**config.mk**
```make
export PLATFORM = sky130hd
export DESIGN_NAME = cmp_lgez_n_bit
export DESIGN_NICKNAME = d
export VERILOG_FILES = /design/src/rtl/cmp_lgez_n_bit.sv
export SDC_FILE = /design/constraint.sdc
export NUM_CORES = 1
export LEC_CHECK = 0
export BUFFER_PORTS_ARGS = -buffer_cell sky130_fd_sc_hd__buf_2
export CELL_PAD_IN_SITES_DETAIL_PLACEMENT = 2
export CELL_PAD_IN_SITES_GLOBAL_PLACEMENT = 2
export CORE_AREA = 8 8 45 47
export DETAILED_ROUTE_END_ITERATION = 7
export DIE_AREA = 0 0 53 55
export GPL_TIMING_DRIVEN = 0
export PLACE_DENSITY = 0.55
export SETUP_SLACK_MARGIN = 0.02
export SYNTH_ARGS = -nofsm -noshare
export SYNTH_HDL_FRONTEND = slang
export SYNTH_SLANG_ARGS = --single-unit
```
**constraint.sdc**
```tcl
create_clock -name clk -period 0.8 [get_ports clk]
set_input_delay 0.16 -clock clk [delete_from_list [all_inputs] [get_ports clk]]
set_output_delay 0.16 -clock clk [all_outputs]
set_load 0.05 [all_outputs]
```
**src/rtl/cmp_lgez_n_bit.sv**
```systemverilog
// Purpose : registered unsigned compare of x vs y, code {rx,ry} = 00 eq-zero, 01 less, 10 greater, 11 eq-nonzero.
// Latency : 1 cycle (x/y sampled on rising clk, code visible until the next edge).
// Backpress: none; accepts one pair every cycle, no enable or handshake.
//
// Ports:
//   clk     rising-edge clock
//   rst     asynchronous active-high reset, forces {rx,ry} to 00
//   x, y    p_WIDTH-bit unsigned operands
//   rx, ry  registered result code, rx is the MSB
module cmp_lgez_n_bit #(
    parameter int p_WIDTH = 3
) (
    input  logic               clk,
    input  logic               rst,
    input  logic [p_WIDTH-1:0] x,
    input  logic [p_WIDTH-1:0] y,
    output logic               rx,
    output logic               ry
);

    // Number of merge levels needed to reduce p_WIDTH cells to one.
    localparam int LEVELS = (p_WIDTH > 1) ? $clog2(p_WIDTH) : 0;

    // Node count at a given tree level (level 0 holds the per-bit cells).
    function automatic int level_count(input int lvl);
        return (p_WIDTH + (1 << lvl) - 1) >> lvl;
    endfunction

    // Combine a more-significant result h with a less-significant result l.
    // A decided (01/10) high part wins; otherwise the low part decides;
    // when both halves are equal the result is non-zero if either half is.
    function automatic logic [1:0] merge(input logic [1:0] h, input logic [1:0] l);
        logic [1:0] res;
        if (h == 2'b01 || h == 2'b10) begin
            res = h;
        end else if (l == 2'b01 || l == 2'b10) begin
            res = l;
        end else if (h == 2'b11 || l == 2'b11) begin
            res = 2'b11;
        end else begin
            res = 2'b00;
        end
        return res;
    endfunction

    logic [1:0] tree_code;

    // Balanced reduction tree. Within each level, higher index means higher
    // significance, so node j merges children 2j+1 (high) and 2j (low).
    // An odd leftover child is the most significant one and is passed up.
    genvar l, j;
    for (l = 0; l <= LEVELS; l++) begin : lvl_g
        localparam int N = level_count(l);
        logic [1:0] node [N];

        if (l == 0) begin : leaf_g
            // Per-bit cell: the code is simply {x[i], y[i]}.
            for (j = 0; j < N; j++) begin : cell_g
                assign node[j] = {x[j], y[j]};
            end
        end else begin : merge_g
            localparam int N_PREV = level_count(l - 1);
            for (j = 0; j < N; j++) begin : node_g
                if (2 * j + 1 < N_PREV) begin : pair_g
                    assign node[j] = merge(lvl_g[l-1].node[2*j+1], lvl_g[l-1].node[2*j]);
                end else begin : pass_g
                    assign node[j] = lvl_g[l-1].node[2*j];
                end
            end
        end
    end

    assign tree_code = lvl_g[LEVELS].node[0];

    always_ff @(posedge clk or posedge rst) begin
        if (rst) begin
            rx <= 1'b0;
            ry <= 1'b0;
        end else begin
            rx <= tree_code[1];
            ry <= tree_code[0];
        end
    end

endmodule

```
# After elaboration in Yosys (flattened, before gate mapping)
# Index checks and enable logic that the tools add are counted.
# totals
register_bits	2
out_inout_bits	2
in_bits	8
romBits	0
mem_bits_rw	0
latch_bits	0
memories	0
# classes
n_mul	0
eq_ne	12
order_cmp	0
n_bitwise	0
muxes	6
add_sub_neg	0
shift	0
reduce_logical	6
n_div	0
# ops
cell	n
$eq A2 B2 Y1 const B	8
$mux W2	6
$eq A2 B1 Y1 const B	4
$logic_or A1 B1 Y1	6

# Logic depth before layout (Yosys ltp)
# Gate-level depths: netlist (run 1).
# depth
ltp_word	10
ltp_mapped	7
mapped_depth_nobuf	7

# Worst setup path after synthesis (run 1)
# OpenSTA, ideal clock, no wires.
# synth_path
path_kind	input-to-reg
startpoint	in y[0]
endpoint	reg ry
stages	7
arrival_time_ns	1.498
setup_slack_ns	-0.819
path_cell_list	ha_1 nor3_4 o31ai_1 ha_1 nor3_1 nor2_1 a22o_1
# synth_lines
item	line	rtl
from (decl)	16	input logic [p_WIDTH-1:0] y,
to (signal assigned)	81	ry <= tree_code[0];
to (decl)	18	output logic ry

==> impl_summary.md, run 1 <==
GRT
The initial antenna violation count is 0. The via count of the first global-routing pass is 290. The wire length of the first global-routing pass is 1.097 mm.

The maximum number of pins on one net before global-route repair is 7. In the global route stage, overall resource usage came out at 5.134%. The overflow left after global routing is 0.

Timing
Setup slack on the critical path of the routed design comes to -0.6494 ns. The normalized max-slew margin is 83.25%. The worst hold slack is 0.2037 ns. The slew of the pin with the lowest slew margin is 0.2504 ns. The hold violation total from the final report was 0. The final critical delay including setup and external delays is 1.449 ns. Setup repair after global routing could not meet its margin everywhere. The fraction of the cycle the final worst path needs is 181.2%.

The count of endpoints failing setup in the final report is 4. The number of max-slew violations in the final report is 0. Derived from the worst setup path, the maximum achievable clock frequency is 690.0 MHz.

Finish
The synthesis-to-finish area growth is 126.7%. The area taken by flip-flops and latches is 50.05 um^2. With fillers left out, the area of the finished cells amounts to 456.7 um^2.

The area of combinational cells with multiple inputs is 236.5 um^2. Fill cells in the final layout number 148. The net count reported at finish is 51.

The non-filler instance count after layout is 53. The post-route netlist has 72.97% of its cells at a drive strength greater than 1. 0 antenna diodes ended up in the layout.

Pwr
The total power is 0.8308 mW. Across the VDD grid, the largest voltage drop is 0.4425 mV. The power per cell area is 1819 mW/mm^2. The internal portion of the total power is 0.5320 mW. The proportion of power drawn by combinational gates is 58.3%. Net switching is 35.97% of the power. The sequential cell fraction of total power is 16.1%.

Summed over all cells, the static leakage comes to 0.1974 nW. The switching power total is 0.2988 mW. The clock network accounts for 25.5% of the total power.

Placement
The count of input and output buffers is 9. OpenSTA, run right after detailed placement, puts the worst setup slack at -0.9761 ns. The post-detailed-placement cell area is 304.0 um^2.

The total instance count after detailed placement is 45. Routability-driven placement finished with a final weighted congestion of 0.6832.

Route
The wire length on met3 is 54 um. The top routing layer in use is met3. After detailed routing, the wire length on met1 is 207 um. The post-route DRC violation count is 0. The final route contains 231 vias. The number of nets with antenna violations after routing is 0. The number of DRC violations after detailed-routing iteration 0 is 0. The post-detailed-route wirelength per cell is 11.98 um. For this run, the detailed router's first-pass iteration total came to 1.

The via density per instance is 4.358. Wire segments on met2 add up to 374 um in the final route. The wire length after detailed routing is 635 um.

Logic synthesis
Summing the areas of all xor and xnor instances in the mapped netlist gives 0% of the synthesized area. Synthesis inferred 2 register bits. The number of different library cells in the post-synthesis netlist is 12. Measured against the total synthesized area, the mux share comes to 0%. By area, the combinational part of the netlist is dominated by adder cells. In this run the biggest area consumer among cell types represents 24.84% of the synthesized area. For this run, the register share of the synthesized area comes to 24.84%. Summing the areas of all compound-gate instances in the mapped netlist gives 24.84% of the synthesized area.

Of all cell types, the one taking the most synthesized area is dfrtp_1. Counting every net in the synthesized netlist gives 32. The mean cell area of the mapped netlist is 10.07 um^2.

The count of synthesis-stage warnings from yosys is 0. Of the total synthesized cell area, the portion taken by full adders, half adders and majority gates is 24.84%. The cell area that synthesis handed to floorplanning was 201.4 um^2. Counting every instance in the synthesized netlist gives 20.

Yosys attributes the largest share of cell area to dfrtp_1, ha_1, a22o_1. The synthesized netlist devotes 23.60% of its cell area to simple gates.

Clock network
CTS saw 2 sinks. In this run, CTS created clock tree buffers numbering 3. TritonCTS built the clock tree. The clock passes through at most 2 buffers. The number of H-tree branching levels is 1. The root buffer cell is clkbuf_4.

The clock edge transition at the registers on the reported setup and hold paths is 0.03 ns.

Floorplanning
For this design the top-level I/O count stands at 10. The row count is 14. The floorplan step set the die width to 53 um.

The overall die height is 55 um. The initial utilization of the core area, before any placement, comes to 14.56%. After floorplanning, the core was sized to cover 0.001384 mm^2.

The area enclosed by the die boundary is 0.002915 mm^2.

Job
The tool flagged a number of max-cap violations equal to 0.

Setup path
The arrival time of the worst setup path is 1.55 ns. STA classifies the critical path startpoint as an input port. The top fanout value on the critical path is 3.

The endpoint type of the worst setup path is a flop. The longest individual stage delay on the worst path is 0.30 ns. The kind of critical path is input port to flop. STA puts the critical path data required time at 0.90 ns. The critical path goes through buf_8, ha_4, nor2b_4, o31ai_4, ha_1, nor3_2, nor2_1, a22o_1. For this design, the slowest cell found on the critical path is ha_1.

Outcome
The final reports fail on setup timing. The flow ran to the end, but the final reports show violations.

Worst hold path
The kind of path behind the tightest hold check is input port to flop.
## synth_stat cells
cell,count
o31ai_1,2
dfrtp_1,2
o311ai_1,2
nor3_4,1
nand2_1,2
nor2_1,1
nor2b_1,1
inv_1,1
nor2b_2,1
ha_1,4
nor3_1,1
a22o_1,2
## cell usage in the layout (no fill, tap or decap), types with 2 or more instances in the layout
cell      netlist  routed
buf_2           0       4
dfrtp_1         2       2
buf_6           0       5
clkbuf_4        0       3
nor2b_4         0       2
ha_1            4       2
buf_4           0       3
ha_4            0       2
a22o_1          2       2
## final timing paths
check	endpoint	slack [ns]	depth (start not counted)	start
max	rx	-0.65	8	x[0]
min in group asynchronous	rx	0.33	3	rst
max in group asynchronous	ry	0.36	3	rst
min	rx	0.20	2	x[2]
## flip-flops by register name (all words and copies together) (netlist names)
register and flops:
ry 1, rx 1
## through the flow
step           utilization, %  TNS [ns]
3_5_place_dp            21.97    -1.929
6_report                33.00    -1.466
2_1_floorplan               -    -1.343
4_1_cts                 31.19    -1.544
3_3_place_gp            21.97    -1.790
5_1_grt                 33.00    -1.682
## cells by family after synthesis
logic type | count (synthesis)
simple gates | 7
compound gates | 6
fa+ha+maj | 4
flops | 2
buf+inv | 1
## routing by layer
layer,vias up,global-route usage (%)
met5,-,0
li1,114,-
met4,0,2.586
met2,6,10.16
met3,0,1.872
met1,111,4.401
## critical path, delay by kind of cell
family	cells	cell delay, ns
and+or+nand+nor	3	0.33
buffers and inverters	1	0.10
AOI/OAI and AO/OA	2	0.42
adders and majority gates	2	0.54
## power groups by stage
stage                     Combinational (mW)  Clock, mW  Sequential [mW]
after floorplan                        0.148          0            0.213
after global placement                 0.305          0            0.130
after detailed placement               0.317          0            0.130
after CTS                              0.465      0.229            0.135
after global routing                   0.518      0.226            0.137
final                                  0.485      0.212            0.134
## what timing repair did
| action | in CTS | in global routing |
|---|---|---|
| setup endpoints to repair | 4 | 4 |
| setup buffers | 3 | 1 |
| hold buffers | 1 | 0 |
| gates resized for setup | 16 | 4 |
| pin swaps | 7 | 2 |
| endpoints found under the hold margin | 2 | 0 |
## area by class of cell
| cell class | count | area share (%) |
|---|---|---|
| Clock buffer | 3 | 4.932 |
| Inverter | 1 | 0.8219 |
| Multi-Input combinational cell | 17 | 51.78 |
| Sequential cell | 2 | 10.96 |
| Tap cell | 16 | 4.384 |
| Timing Repair Buffer | 14 | 27.12 |
Note: power is estimated with default switching activity, not from simulation.
==> run 2: changes to the inputs <==
--- a/config.mk
+++ b/config.mk
@@ -5,12 +5,13 @@
 export SDC_FILE = /design/constraint.sdc
 export NUM_CORES = 1
 export LEC_CHECK = 0
+export ABC_CLOCK_PERIOD_IN_PS = 800
 export BUFFER_PORTS_ARGS = -buffer_cell sky130_fd_sc_hd__buf_2
 export CELL_PAD_IN_SITES_DETAIL_PLACEMENT = 2
 export CELL_PAD_IN_SITES_GLOBAL_PLACEMENT = 2
-export CORE_AREA = 8 8 45 47
+export CORE_AREA = 2 2 39 41
 export DETAILED_ROUTE_END_ITERATION = 7
-export DIE_AREA = 0 0 53 55
+export DIE_AREA = 0 0 41 43
 export GPL_TIMING_DRIVEN = 0
 export PLACE_DENSITY = 0.55
 export SETUP_SLACK_MARGIN = 0.02
==> run 2 against run 1 <==
  * Non-clock buffer count is 1 lower
  * Critical path type unchanged
  * The run still ends with setup timing left
  * Sequential power is essentially flat
  * Sequential share of layout area up 1.5 points
  * Die area down 40%
  * Combinational power decreased by 18%
  * Utilization shrank 3.9 points
  * Power fell by 9.9%
  * Worst hold slack worse by 0.012 ns
==> impl_summary.md, run 2 (synthesis gave the netlist of run 1 again) <==
Placement
The count of input and output buffers is 9 (unchanged). The pre-CTS setup slack was -0.9532 ns (+0.02289 ns). The placer congestion estimate is 0.6353 (-7.0%).

Worst hold path
The tightest min-delay check is of the input port to flop type. In this run the most critical hold path is launched from y[2].

Clock network
The CTS tree is built. The number of buffers between clock root and the deepest sink was 2 (unchanged). The total clock buffers created by CTS came to 3 (unchanged).

The number of H-tree branching levels came to 1 (unchanged). The clock edge transition at the registers on the reported setup and hold paths was 0.03 ns (about the same). Clock tree synthesis selected as its root buffer the cell clkbuf_4. The TritonCTS sink count came to 2 (unchanged).

Route
The wire length after detailed routing is 535 um (-16%). The detailed-route via count came to 226 (-2.2%). The post-route DRC violation count is 0 (unchanged). The post-detailed-route wirelength per cell came to 10.29 um (-14%). The number of nets with antenna violations after routing is 0 (unchanged). The first-pass detailed-route iteration total was 1 (unchanged).

The via density per instance is 4.346 (-0.28%). The number of DRC violations after detailed-routing iteration 0 is 0 (unchanged).

Timing
The count of endpoints failing setup in the final report is 4 (unchanged). The worst hold slack is 0.1919 ns (-0.01181 ns). The slew of the pin with the lowest slew margin is 0.2974 ns (+0.04695 ns).

The number of max-slew violations in the final report is 0 (unchanged). The hold violation total from the final report is 0 (unchanged). The upper clock frequency limit is 713.5 MHz (+3.4%).

The fraction of the cycle the final worst path needs is 175.2% (-6.0 points). Setup repair after global routing could not meet its margin everywhere. The normalized max-slew margin is 79.86% (-3.4 points).

The setup slack of the critical path after layout was -0.6015 ns (+0.04789 ns). The final critical delay including setup and external delays is 1.401 ns (-0.04789 ns).

Finish
The net count reported at finish was 50 (-2.0%). Leaving out fill and tap cells, the most frequent cell in the layout is buf_2. The library cells used most frequently in the layout, excluding fill and tap cells, are buf_2, clkbuf_4, buf_6, buf_4. The largest registers in the layout are rx (1), ry (1). The diode insertion count for antenna repair is 0 (unchanged).

The ratio of cells with drive above 1 in the final layout came to 63.89% (-9.1 points). Compared with the post-synthesis result, the final layout area differs by 100.0%.

Pwr
The standby leakage power is 0.1841 nW (-6.8%). The power per cell area is 1859 mW/mm^2 (+2.2%). The highest ir drop seen on vdd was 0.3592 mV (-19%).

Floorplanning
The top-level I/O count is 10 (unchanged). The overall die height is 43 um (-22%). The core box area is 0.001384 mm^2 (unchanged). The area enclosed by the die boundary came to 0.001763 mm^2 (-40%).

The x dimension of the die came to 41 um (-23%). The row count is 14 (unchanged). The starting density of the core was 14.56% (unchanged).

GRT
The global-route total usage across every layer is 8.308% (+3.2 points). The wire length of the first global-routing pass is 979 um (-11%). The via count of the first global-routing pass came to 264 (-9.0%). The initial antenna violation count came to 0 (unchanged). The overflow left after global routing is 0 (unchanged). The maximum number of pins on one net before global-route repair is 7 (unchanged).

Setup path
The top fanout value on the critical path is 3 (unchanged). STA classifies the critical path startpoint as an input port. The arrival time of the worst setup path is 1.50 ns (-0.05 ns). The worst setup path is captured at a flop.

The worst setup path is of the input port to flop kind. The timing startpoint of the critical path is y[1]. The worst path required time is 0.90 ns (about the same).

Outcome
The checks that failed: setup timing. The flow ran to the end, but the final reports show violations.

Job
The number of max-cap violations is 0 (unchanged).
==> run 2: cell count changes in the layout (fill, tap and decap cells not counted), sizes merged <==
cell  before  now
buf       13   12
==> run 2: metrics by stage <==
step           instance area (um^2)  utilization, %  std cells  total power [mW]  setup TNS (ns)
3_3_place_gp                  304.0           21.97         45            0.4324          -1.790
2_1_floorplan                 239.0               -         20            0.3615          -1.343
5_1_grt                       402.9           29.11         52            0.8210          -1.611
6_report                      402.9           29.11         52            0.7489          -1.358
4_1_cts                       397.9           28.75         52            0.7579          -1.410
3_5_place_dp                  304.0           21.97         45            0.4438          -1.888
==> run 2: power breakdown <==
part	internal (mW)	switching, mW	leakage (nW)
Sequential	0.124	0.00968	0.0239
Clock	0.165	0.0507	0.0138
Combinational	0.197	0.202	0.146
==> run 2: final cells by class <==
type                    count  area, um^2
multi-input cells          17       200.2
fillers                   156       980.9
inverters                   1       3.754
clock buffers               3       22.52
well taps                  16       20.02
flip-flops and latches      2       50.05
repair buffers             13       106.4
==> run 2: path summary, 6_finish.rpt <==
check	endpoint	slack (ns)	depth (start not counted)
max in group asynchronous	ry	0.36	3
min	ry	0.19	2
min in group asynchronous	rx	0.33	3
max	ry	-0.60	8
==> run 2: per-layer routing <==
layer | GRT usage (%) | wire length (um) | share of wire (%) | up-vias
met5 | 0 | 0 | 0 | -
met4 | 6.000 | 0 | 0 | 0
met3 | 1.571 | 24 | 4.5 | 0
met2 | 14.37 | 331 | 62 | 6
met1 | 7.962 | 178 | 33 | 108
li1 | - | - | - | 112
==> run 2: worst max-delay path, stage by stage <==
cell and delay, ns:
buf_2 0.12, ha_4 0.16, nor3_4 0.24, o31ai_2 0.10
ha_1 0.31, buf_4 0.12, o311ai_1 0.10, a22o_1 0.19
==> run 2: repair_timing <==
| item | in CTS | in global routing |
|---|---|---|
| resized for setup | 11 | 1 |
| setup endpoints to repair | 4 | 4 |
| pin swaps | 2 | 0 |
| hold buffers | 1 | 0 |
| endpoints found under the hold margin | 2 | 0 |
| buffers inserted | 3 | 0 |
